[config.mk]
export PLATFORM = sky130hd
export DESIGN_NAME = systolic_feeder_4x4_flat
export DESIGN_NICKNAME = d
export VERILOG_FILES = /design/src/rtl/systolic_feeder_4x4_if.sv /design/src/rtl/systolic_feeder_4x4.sv /design/src/flat_wrapper.sv
export SDC_FILE = /design/constraint.sdc
export NUM_CORES = 1
export LEC_CHECK = 0
export BUFFER_PORTS_ARGS = -buffer_cell sky130_fd_sc_hd__buf_2
export CORE_MARGIN = 1.5
export CORE_UTILIZATION = 40
export CTS_BUF_LIST = sky130_fd_sc_hd__clkbuf_8 sky130_fd_sc_hd__clkbuf_16
export DETAILED_ROUTE_END_ITERATION = 12
export PLACE_DENSITY_LB_ADDON = 0.15
export SYNTH_ARGS = -nofsm -noshare
export SYNTH_HDL_FRONTEND = slang
export SYNTH_SLANG_ARGS = --single-unit
[constraint.sdc]
create_clock -name clk -period 23.6 [get_ports clk]
set_clock_uncertainty 0.05 [all_clocks]
set_input_delay 4.72 -clock clk [delete_from_list [all_inputs] [get_ports clk]]
set_output_delay 4.72 -clock clk [all_outputs]
set_load 0.01 [all_outputs]
[src/rtl/systolic_feeder_4x4_if.sv]
// Operand-feeder bus: block load handshake, start/status and the skewed
// north/west operand streams toward systolic_array_4x4.
interface systolic_feeder_4x4_if #(
  parameter int BIT_WIDTH = 16
);
  logic                   load_valid;
  logic                   load_ready;
  logic                   load_sel;
  logic [1:0]             load_idx;
  logic [4*BIT_WIDTH-1:0] load_data;
  logic                   start;
  logic                   busy;
  logic                   done;
  logic                   acc_clr;
  logic                   feed_valid;
  logic [BIT_WIDTH-1:0]   north_out0, north_out1, north_out2, north_out3;
  logic [BIT_WIDTH-1:0]   west_out0, west_out1, west_out2, west_out3;

  modport master (
    output load_valid, load_sel, load_idx, load_data, start,
    input  load_ready, busy, done, acc_clr, feed_valid,
    input  north_out0, north_out1, north_out2, north_out3,
    input  west_out0, west_out1, west_out2, west_out3
  );

  modport slave (
    input  load_valid, load_sel, load_idx, load_data, start,
    output load_ready, busy, done, acc_clr, feed_valid,
    output north_out0, north_out1, north_out2, north_out3,
    output west_out0, west_out1, west_out2, west_out3
  );
endinterface

[src/rtl/systolic_feeder_4x4.sv]
// Buffers one 4x4 A block (rows) and B block, then streams them diagonally skewed
// into the systolic array. Define FEEDER_TRANSPOSE_B_EN to load B row-major.
module systolic_feeder_4x4 #(
  parameter int BIT_WIDTH    = 16,
  parameter int FRAC_WIDTH   = 8,
  parameter int DRAIN_CYCLES = 4
) (
  input logic                clk,
  input logic                rst,
  systolic_feeder_4x4_if.slave bus
);

  if (FRAC_WIDTH < 0 || FRAC_WIDTH > BIT_WIDTH || DRAIN_CYCLES < 1 || DRAIN_CYCLES > 15)
    begin : g_param_check
      $error("systolic_feeder_4x4: FRAC_WIDTH or DRAIN_CYCLES out of range");
    end

  typedef enum logic [2:0] {S_IDLE, S_CLEAR, S_FEED, S_DRAIN, S_DONE} state_t;

  state_t               r_state;
  logic [3:0]           r_cnt;
  logic [BIT_WIDTH-1:0] r_a [4][4];
  logic [BIT_WIDTH-1:0] r_b [4][4];
  logic [BIT_WIDTH-1:0] r_west [4];
  logic [BIT_WIDTH-1:0] r_north [4];
  logic                 r_acc_clr;
  logic                 r_feed_valid;
  logic                 r_done;

  logic                 w_load_en;
  logic [3:0]           w_step;
  logic [BIT_WIDTH-1:0] w_west [4];
  logic [BIT_WIDTH-1:0] w_north [4];

  assign w_load_en = bus.load_valid && (r_state == S_IDLE);

  always_ff @(posedge clk or posedge rst) begin
    if (rst) begin
      for (int unsigned i = 0; i < 4; i++) begin
        for (int unsigned k = 0; k < 4; k++) begin
          r_a[i][k] <= '0;
          r_b[i][k] <= '0;
        end
      end
    end else if (w_load_en) begin
      for (int unsigned k = 0; k < 4; k++) begin
        if (!bus.load_sel) begin
          r_a[bus.load_idx][k] <= bus.load_data[k*BIT_WIDTH +: BIT_WIDTH];
        end else begin
`ifdef FEEDER_TRANSPOSE_B_EN
          r_b[bus.load_idx][k] <= bus.load_data[k*BIT_WIDTH +: BIT_WIDTH];
`else
          r_b[k][bus.load_idx] <= bus.load_data[k*BIT_WIDTH +: BIT_WIDTH];
`endif
        end
      end
    end
  end

  // Values for the feed step that becomes visible after the next edge;
  // lane i carries element k exactly when step == i + k.
  always_comb begin
    w_step = (r_state == S_FEED) ? r_cnt + 4'd1 : 4'd0;
    for (int unsigned i = 0; i < 4; i++) begin
      w_west[i]  = '0;
      w_north[i] = '0;
    end
    for (int unsigned i = 0; i < 4; i++) begin
      for (int unsigned k = 0; k < 4; k++) begin
        if (32'(w_step) == i + k) begin
          w_west[i]  = r_a[i][k];
          w_north[i] = r_b[k][i];
        end
      end
    end
  end

  always_ff @(posedge clk or posedge rst) begin
    if (rst) begin
      r_state      <= S_IDLE;
      r_cnt        <= '0;
      r_acc_clr    <= 1'b0;
      r_feed_valid <= 1'b0;
      r_done       <= 1'b0;
      for (int unsigned i = 0; i < 4; i++) begin
        r_west[i]  <= '0;
        r_north[i] <= '0;
      end
    end else begin
      r_acc_clr    <= 1'b0;
      r_feed_valid <= 1'b0;
      r_done       <= 1'b0;
      for (int unsigned i = 0; i < 4; i++) begin
        r_west[i]  <= '0;
        r_north[i] <= '0;
      end
      case (r_state)
        S_IDLE: begin
          if (bus.start) begin
            r_state   <= S_CLEAR;
            r_acc_clr <= 1'b1;
          end
        end
        S_CLEAR: begin
          r_state      <= S_FEED;
          r_cnt        <= '0;
          r_feed_valid <= 1'b1;
          r_west       <= w_west;
          r_north      <= w_north;
        end
        S_FEED: begin
          if (r_cnt == 4'd6) begin
            r_state <= S_DRAIN;
            r_cnt   <= '0;
          end else begin
            r_cnt        <= r_cnt + 4'd1;
            r_feed_valid <= 1'b1;
            r_west       <= w_west;
            r_north      <= w_north;
          end
        end
        S_DRAIN: begin
          if (r_cnt == 4'(DRAIN_CYCLES - 1)) begin
            r_state <= S_DONE;
            r_done  <= 1'b1;
          end else begin
            r_cnt <= r_cnt + 4'd1;
          end
        end
        S_DONE:  r_state <= S_IDLE;
        default: r_state <= S_IDLE;
      endcase
    end
  end

  assign bus.load_ready = (r_state == S_IDLE) && !rst;
  assign bus.busy       = (r_state != S_IDLE);
  assign bus.done       = r_done;
  assign bus.acc_clr    = r_acc_clr;
  assign bus.feed_valid = r_feed_valid;
  assign bus.west_out0  = r_west[0];
  assign bus.west_out1  = r_west[1];
  assign bus.west_out2  = r_west[2];
  assign bus.west_out3  = r_west[3];
  assign bus.north_out0 = r_north[0];
  assign bus.north_out1 = r_north[1];
  assign bus.north_out2 = r_north[2];
  assign bus.north_out3 = r_north[3];

endmodule

[src/flat_wrapper.sv]
// flat-port wrapper written by rule: the top's interface ports become plain ports
module systolic_feeder_4x4_flat 
#(
  parameter int BIT_WIDTH    = 16,
  parameter int FRAC_WIDTH   = 8,
  parameter int DRAIN_CYCLES = 4
)
  (clk, rst, bus_load_valid, bus_load_sel, bus_load_idx, bus_load_data, bus_start, bus_load_ready, bus_busy, bus_done, bus_acc_clr, bus_feed_valid, bus_north_out0, bus_north_out1, bus_north_out2, bus_north_out3, bus_west_out0, bus_west_out1, bus_west_out2, bus_west_out3);
  systolic_feeder_4x4_if #(.BIT_WIDTH(BIT_WIDTH)) bus_i ();
  input logic clk;
  input logic rst;
  input wire logic [$bits(bus_i.load_valid)-1:0] bus_load_valid;
  input wire logic [$bits(bus_i.load_sel)-1:0] bus_load_sel;
  input wire logic [$bits(bus_i.load_idx)-1:0] bus_load_idx;
  input wire logic [$bits(bus_i.load_data)-1:0] bus_load_data;
  input wire logic [$bits(bus_i.start)-1:0] bus_start;
  output wire logic [$bits(bus_i.load_ready)-1:0] bus_load_ready;
  output wire logic [$bits(bus_i.busy)-1:0] bus_busy;
  output wire logic [$bits(bus_i.done)-1:0] bus_done;
  output wire logic [$bits(bus_i.acc_clr)-1:0] bus_acc_clr;
  output wire logic [$bits(bus_i.feed_valid)-1:0] bus_feed_valid;
  output wire logic [$bits(bus_i.north_out0)-1:0] bus_north_out0;
  output wire logic [$bits(bus_i.north_out1)-1:0] bus_north_out1;
  output wire logic [$bits(bus_i.north_out2)-1:0] bus_north_out2;
  output wire logic [$bits(bus_i.north_out3)-1:0] bus_north_out3;
  output wire logic [$bits(bus_i.west_out0)-1:0] bus_west_out0;
  output wire logic [$bits(bus_i.west_out1)-1:0] bus_west_out1;
  output wire logic [$bits(bus_i.west_out2)-1:0] bus_west_out2;
  output wire logic [$bits(bus_i.west_out3)-1:0] bus_west_out3;
  assign bus_i.load_valid = bus_load_valid;
  assign bus_i.load_sel = bus_load_sel;
  assign bus_i.load_idx = bus_load_idx;
  assign bus_i.load_data = bus_load_data;
  assign bus_i.start = bus_start;
  assign bus_load_ready = bus_i.load_ready;
  assign bus_busy = bus_i.busy;
  assign bus_done = bus_i.done;
  assign bus_acc_clr = bus_i.acc_clr;
  assign bus_feed_valid = bus_i.feed_valid;
  assign bus_north_out0 = bus_i.north_out0;
  assign bus_north_out1 = bus_i.north_out1;
  assign bus_north_out2 = bus_i.north_out2;
  assign bus_north_out3 = bus_i.north_out3;
  assign bus_west_out0 = bus_i.west_out0;
  assign bus_west_out1 = bus_i.west_out1;
  assign bus_west_out2 = bus_i.west_out2;
  assign bus_west_out3 = bus_i.west_out3;
  systolic_feeder_4x4 #(.BIT_WIDTH(BIT_WIDTH), .FRAC_WIDTH(FRAC_WIDTH), .DRAIN_CYCLES(DRAIN_CYCLES)) u_core (.clk(clk), .rst(rst), .bus(bus_i));
endmodule
# ---- Word level (Yosys, flattened, before mapping)
# Cells that the tools add are included.
dict set report word_totals {
  ff_bits 650
  input_bits 71
  out_inout_bits 133
}
dict set report classes {
  add_sub_neg 1
  order_cmp 2
  eq_ne 15
  n_mux 75
  n_bitwise 1
  reduce_logical 11
}
# cell n
set ops {}
lappend ops {{$mux W256} 7}
lappend ops {{$bwmux W256} 4}
lappend ops {{$mux W16} 34}
lappend ops {{$demux W64 S2} 4}
lappend ops {{$bwmux W64} 4}
lappend ops {{$pmux W64 S2} 2}
lappend ops {{$mux W64} 3}
lappend ops {{$mux W48} 1}
lappend ops {{$demux W16 S2} 1}
lappend ops {{$mux W32} 1}
lappend ops {{$eq A4 B3 Y1 const B} 4}
lappend ops {{$eq A4 B2 Y1 const B} 3}
lappend ops {{$mux W4} 3}
lappend ops {{$pmux W3 S4} 1}
lappend ops {{$pmux W4 S3} 1}
lappend ops {{$mux W3} 3}
lappend ops {{$eq A3 B2 Y1 const B} 2}
lappend ops {{$ne A2 B2 Y1 const B} 3}
lappend ops {{$reduce_bool A3 Y1} 2}
lappend ops {{$mux W1} 5}
lappend ops {{$add A4 B1 Y4 const B} 1}
lappend ops {{$eq A4 B1 Y1 const B} 1}
lappend ops {{$logic_not A4 Y1} 1}
lappend ops {{$reduce_and A2 Y1} 2}
lappend ops {{other kinds (10)} 12}

# ---- Logic depth before layout (Yosys ltp)
dict set report logic_depth {
  depth_word 16
  mapped_depth 9
}

# ---- Worst setup path before layout
# No wires, ideal clock.
dict set report synth_path {
  path_type {input to output}
  start {in rst}
  end {out bus_load_ready}
  arrival_ps 4889
  t_required_ps 18830
  setup_slack_ps 13941
  cell_stages 1
  path_cell_list {nor2_1}
}
dict set report synth_between {
  elab_chain_cells 2
}
# item line
set synth_lines {}
lappend synth_lines {{start: declaration} flat_wrapper.sv:11} ;# input logic rst;
lappend synth_lines {{$logic_not A1 Y1 (no source line)} n/a}
lappend synth_lines {{$logic_and A1 B1 Y1} systolic_feeder_4x4.sv:136} ;# assign bus.load_ready = (r_state == S_IDLE) && !rst;
lappend synth_lines {{end: declaration} flat_wrapper.sv:17} ;# output wire logic [$bits(bus_i.load_ready)-1:0] bus_load_ready;
# Every way passes these cells.

# ---- Worst setup path after layout
# Ends and elaborated chain as after synthesis.

==> summary.txt <==
Status = completed
Critical path's largest stage delay = 0.14 ns
Crit end category = primary output
Area Growth Syn to Fin = 15.3%
Crit-path most repeated cell = buf_2
Row count = 95
Yosys cell types = 45
CTS root buf = clkbuf_16
Per-cell routed wire length = 27.6 µm
Setup violations, final = 0
Seq/Total Area, Yosys = 59.8%
Worst Path Max Fanout = 2
Post-route cell area = 0.0314 mm²
Total core area = 0.0673 mm²
PD cells = 141 mW/mm²
Mapped Cells = 2,092
Largest net degree at the start of global routing = 185
Most common cell after layout, fill and taps aside = dfrtp_1
Ys async rst share = 100%
Ports = 204
Placed Area = 0.0290 mm²
Finished Layout Cells = 3,164
Drt drc = 0
Cell count after placement = 3,037
Via count = 18,000
Sink Count = 650
CP cell instances = buf_2 > nor2_1 > buf_2
Slew HR = 26.4%
Die ar. = 0.0696 mm²
Mean Syn Cell Area = 13.0 µm²
GPL Wtd Cong = 0.774
Cts hold-fix bufs = 0
WL final = 87.4 mm
Setup_tns = 0 ns
Vias in the first global route = 18,200
Most frequent cells in the layout = dfrtp_1, mux2_2, buf_2
Setup ws final = 13.74 ns
Syn nets = 2,165
Synth Register Bits = 650
Final HPWL DP = 51.3 mm
Total Routing Usage GR = 25.2%
Worst-Margin Slew = 1.10 ns
Initial antenna violation count = 16
Synth Flop Type = dfrtp_1
Max Slew Vio Count = 0
Die Span Y = 264 µm
Drt pass-1 iters = 5
Grt total ovfl = 0
Die extent in x = 264 µm
Maximum clock insertion buffer count = 3
Syn Std Cell Area = 0.0272 mm²
WP data required = 18.83 ns
Num CTS Buffers = 70
Clock-pin slew on the worst setup and hold paths = 0.06 ns
DR iter-0 viols = 1,609
Arrival @ worst endpoint = 5.09 ns
CP Class = in2out
Clock Latency Late Sink = 0.61 ns
# fillers = 6,076
Final #Nets = 2,309
Tmin final = 9.86 ns
MaxCap Viol Count = 0
CTS tree = built
Pre-CTS setup slack = 13.74 ns
Post-CTS Setup Bufs = 0
HP Class = reg2reg
Slowest CP cell = buf_2
First-pass GRT wire length = 128 mm
Max IR drop VDD = 0.000107 V
Fin crit share = 41.8%
ANT nets after route = 0
H-Tree Depth = 3
Post-CTS sizing = 0
Crit start category = input port
RSZ-0062 raised after global routing = no
Leakage = 0.0151 µW
Final hold violation count = 0
Yosys warning total = 0
Initial Util = 40.5%
Layout cells sized above 1 = 39.0%
Number of synthesized flops with an enable pin = 0
Vias per cell = 5.70
FMAX = 101 MHz
I/O Buffers = 203
==> path summary, 6_finish.rpt <==
kind / from / endpoint / slack [ns] / depth (start not counted)
hold / removal: u_core.r_a[70] / u_core.r_a[70] / 0.43 / 1
max in group asynchronous: rst / u_core.r_a[143] / 15.95 / 5
setup / recovery: rst / bus_load_ready / 13.74 / 3
min in group asynchronous: rst / u_core.bus.acc_clr / 4.22 / 2
setup reg to reg: u_core.r_cnt[0] / u_core.bus.west_out2[9] / 18.47 / 8
hold reg to reg: u_core.r_a[70] / u_core.r_a[70] / 0.43 / 1
==> cell families after synthesis <==
group / after synthesis / synth area share, %
compound gates: 446 / 10.3
fa+ha+maj: 2 / 0.0919
simple gates: 244 / 4.10
buf+inv: 198 / 3.12
xor+xnor: 2 / 0.0644
mux: 550 / 22.6
flops: 650 / 59.8
==> power breakdown <==
group / leakage (µW) / switching, µW / internal [µW]
Combinational: 0.00528 / 934 / 602
Sequential: 0.00859 / 213 / 1540
Clock: 0.00124 / 446 / 698
==> per-stage QoR <==
stage / util (%) / total power (µW) / hold WS (ns)
floorplan: - / 2730 / 0.402
global placement: 43.1 / 3270 / 0.411
detailed placement: 43.1 / 3310 / 0.419
CTS: 46.6 / 4470 / 0.432
global route: 46.6 / 4680 / 0.445
finish: 46.6 / 4440 / 0.432
==> sequential cells by signal, indices dropped and copies added, names as in the netlist <==
register	flops
u_core.bus.north_out1	16
u_core.bus.west_out3	16
u_core.bus.feed_valid	1
u_core.bus.west_out1	16
u_core.bus.west_out0	16
u_core.bus.north_out3	16
u_core.bus.acc_clr	1
u_core.r_state	3
u_core.bus.done	1
u_core.r_cnt	4
u_core.r_b	256
u_core.bus.west_out2	16
u_core.r_a	256
u_core.bus.north_out2	16
u_core.bus.north_out0	16
==> Yosys cell counts (4+ instances only) <==
cell	instances	area share, %
mux2_1	23	0.95
and3_1	4	0.092
a21oi_1	151	2.8
buf_1	9	0.12
buf_4	7	0.19
a31oi_1	10	0.23
mux2i_1	34	1.3
mux2_2	493	20
a221o_1	32	1.2
and2_1	4	0.092
buf_2	62	1.1
o21ai_0	147	2.7
o221a_2	31	1.3
nand3_1	6	0.11
dfrtp_1	650	60
clkbuf_1	80	1.1
nor2_1	72	0.99
nand2b_1	34	0.78
a22oi_1	62	1.7
nor3b_1	4	0.11
inv_1	39	0.54
nand2_1	107	1.5
==> worst max-delay path: cells and delay by family <==
kind | cells | cell delay, ns
buf+inv | 2 | 0.27
simple gates | 1 | 0.10
==> layout make-up <==
cell class / instances / area [µm²] / area share [%]
inverters: 39 / 154 / 0.490
clock buffers: 90 / 2060 / 6.57
well taps: 873 / 1090 / 3.48
clock inverters: 31 / 342 / 1.09
repair buffers: 231 / 1240 / 3.95
multi-input cells: 1244 / 10200 / 32.5
diodes: 6 / 15.0 / 0.0478
flip-flops and latches: 650 / 16300 / 51.8
==> routing by layer <==
layer  up-vias  part of all wire (%)  global-route usage, %
met5         -                     0                      0
met4         0                   3.9                   10.4
met3       137                   6.1                   4.43
met2       597                    45                   38.7
met1      9533                    45                   35.4
li1       7778                     -                      -
Note: power is estimated with default switching activity, not from simulation.
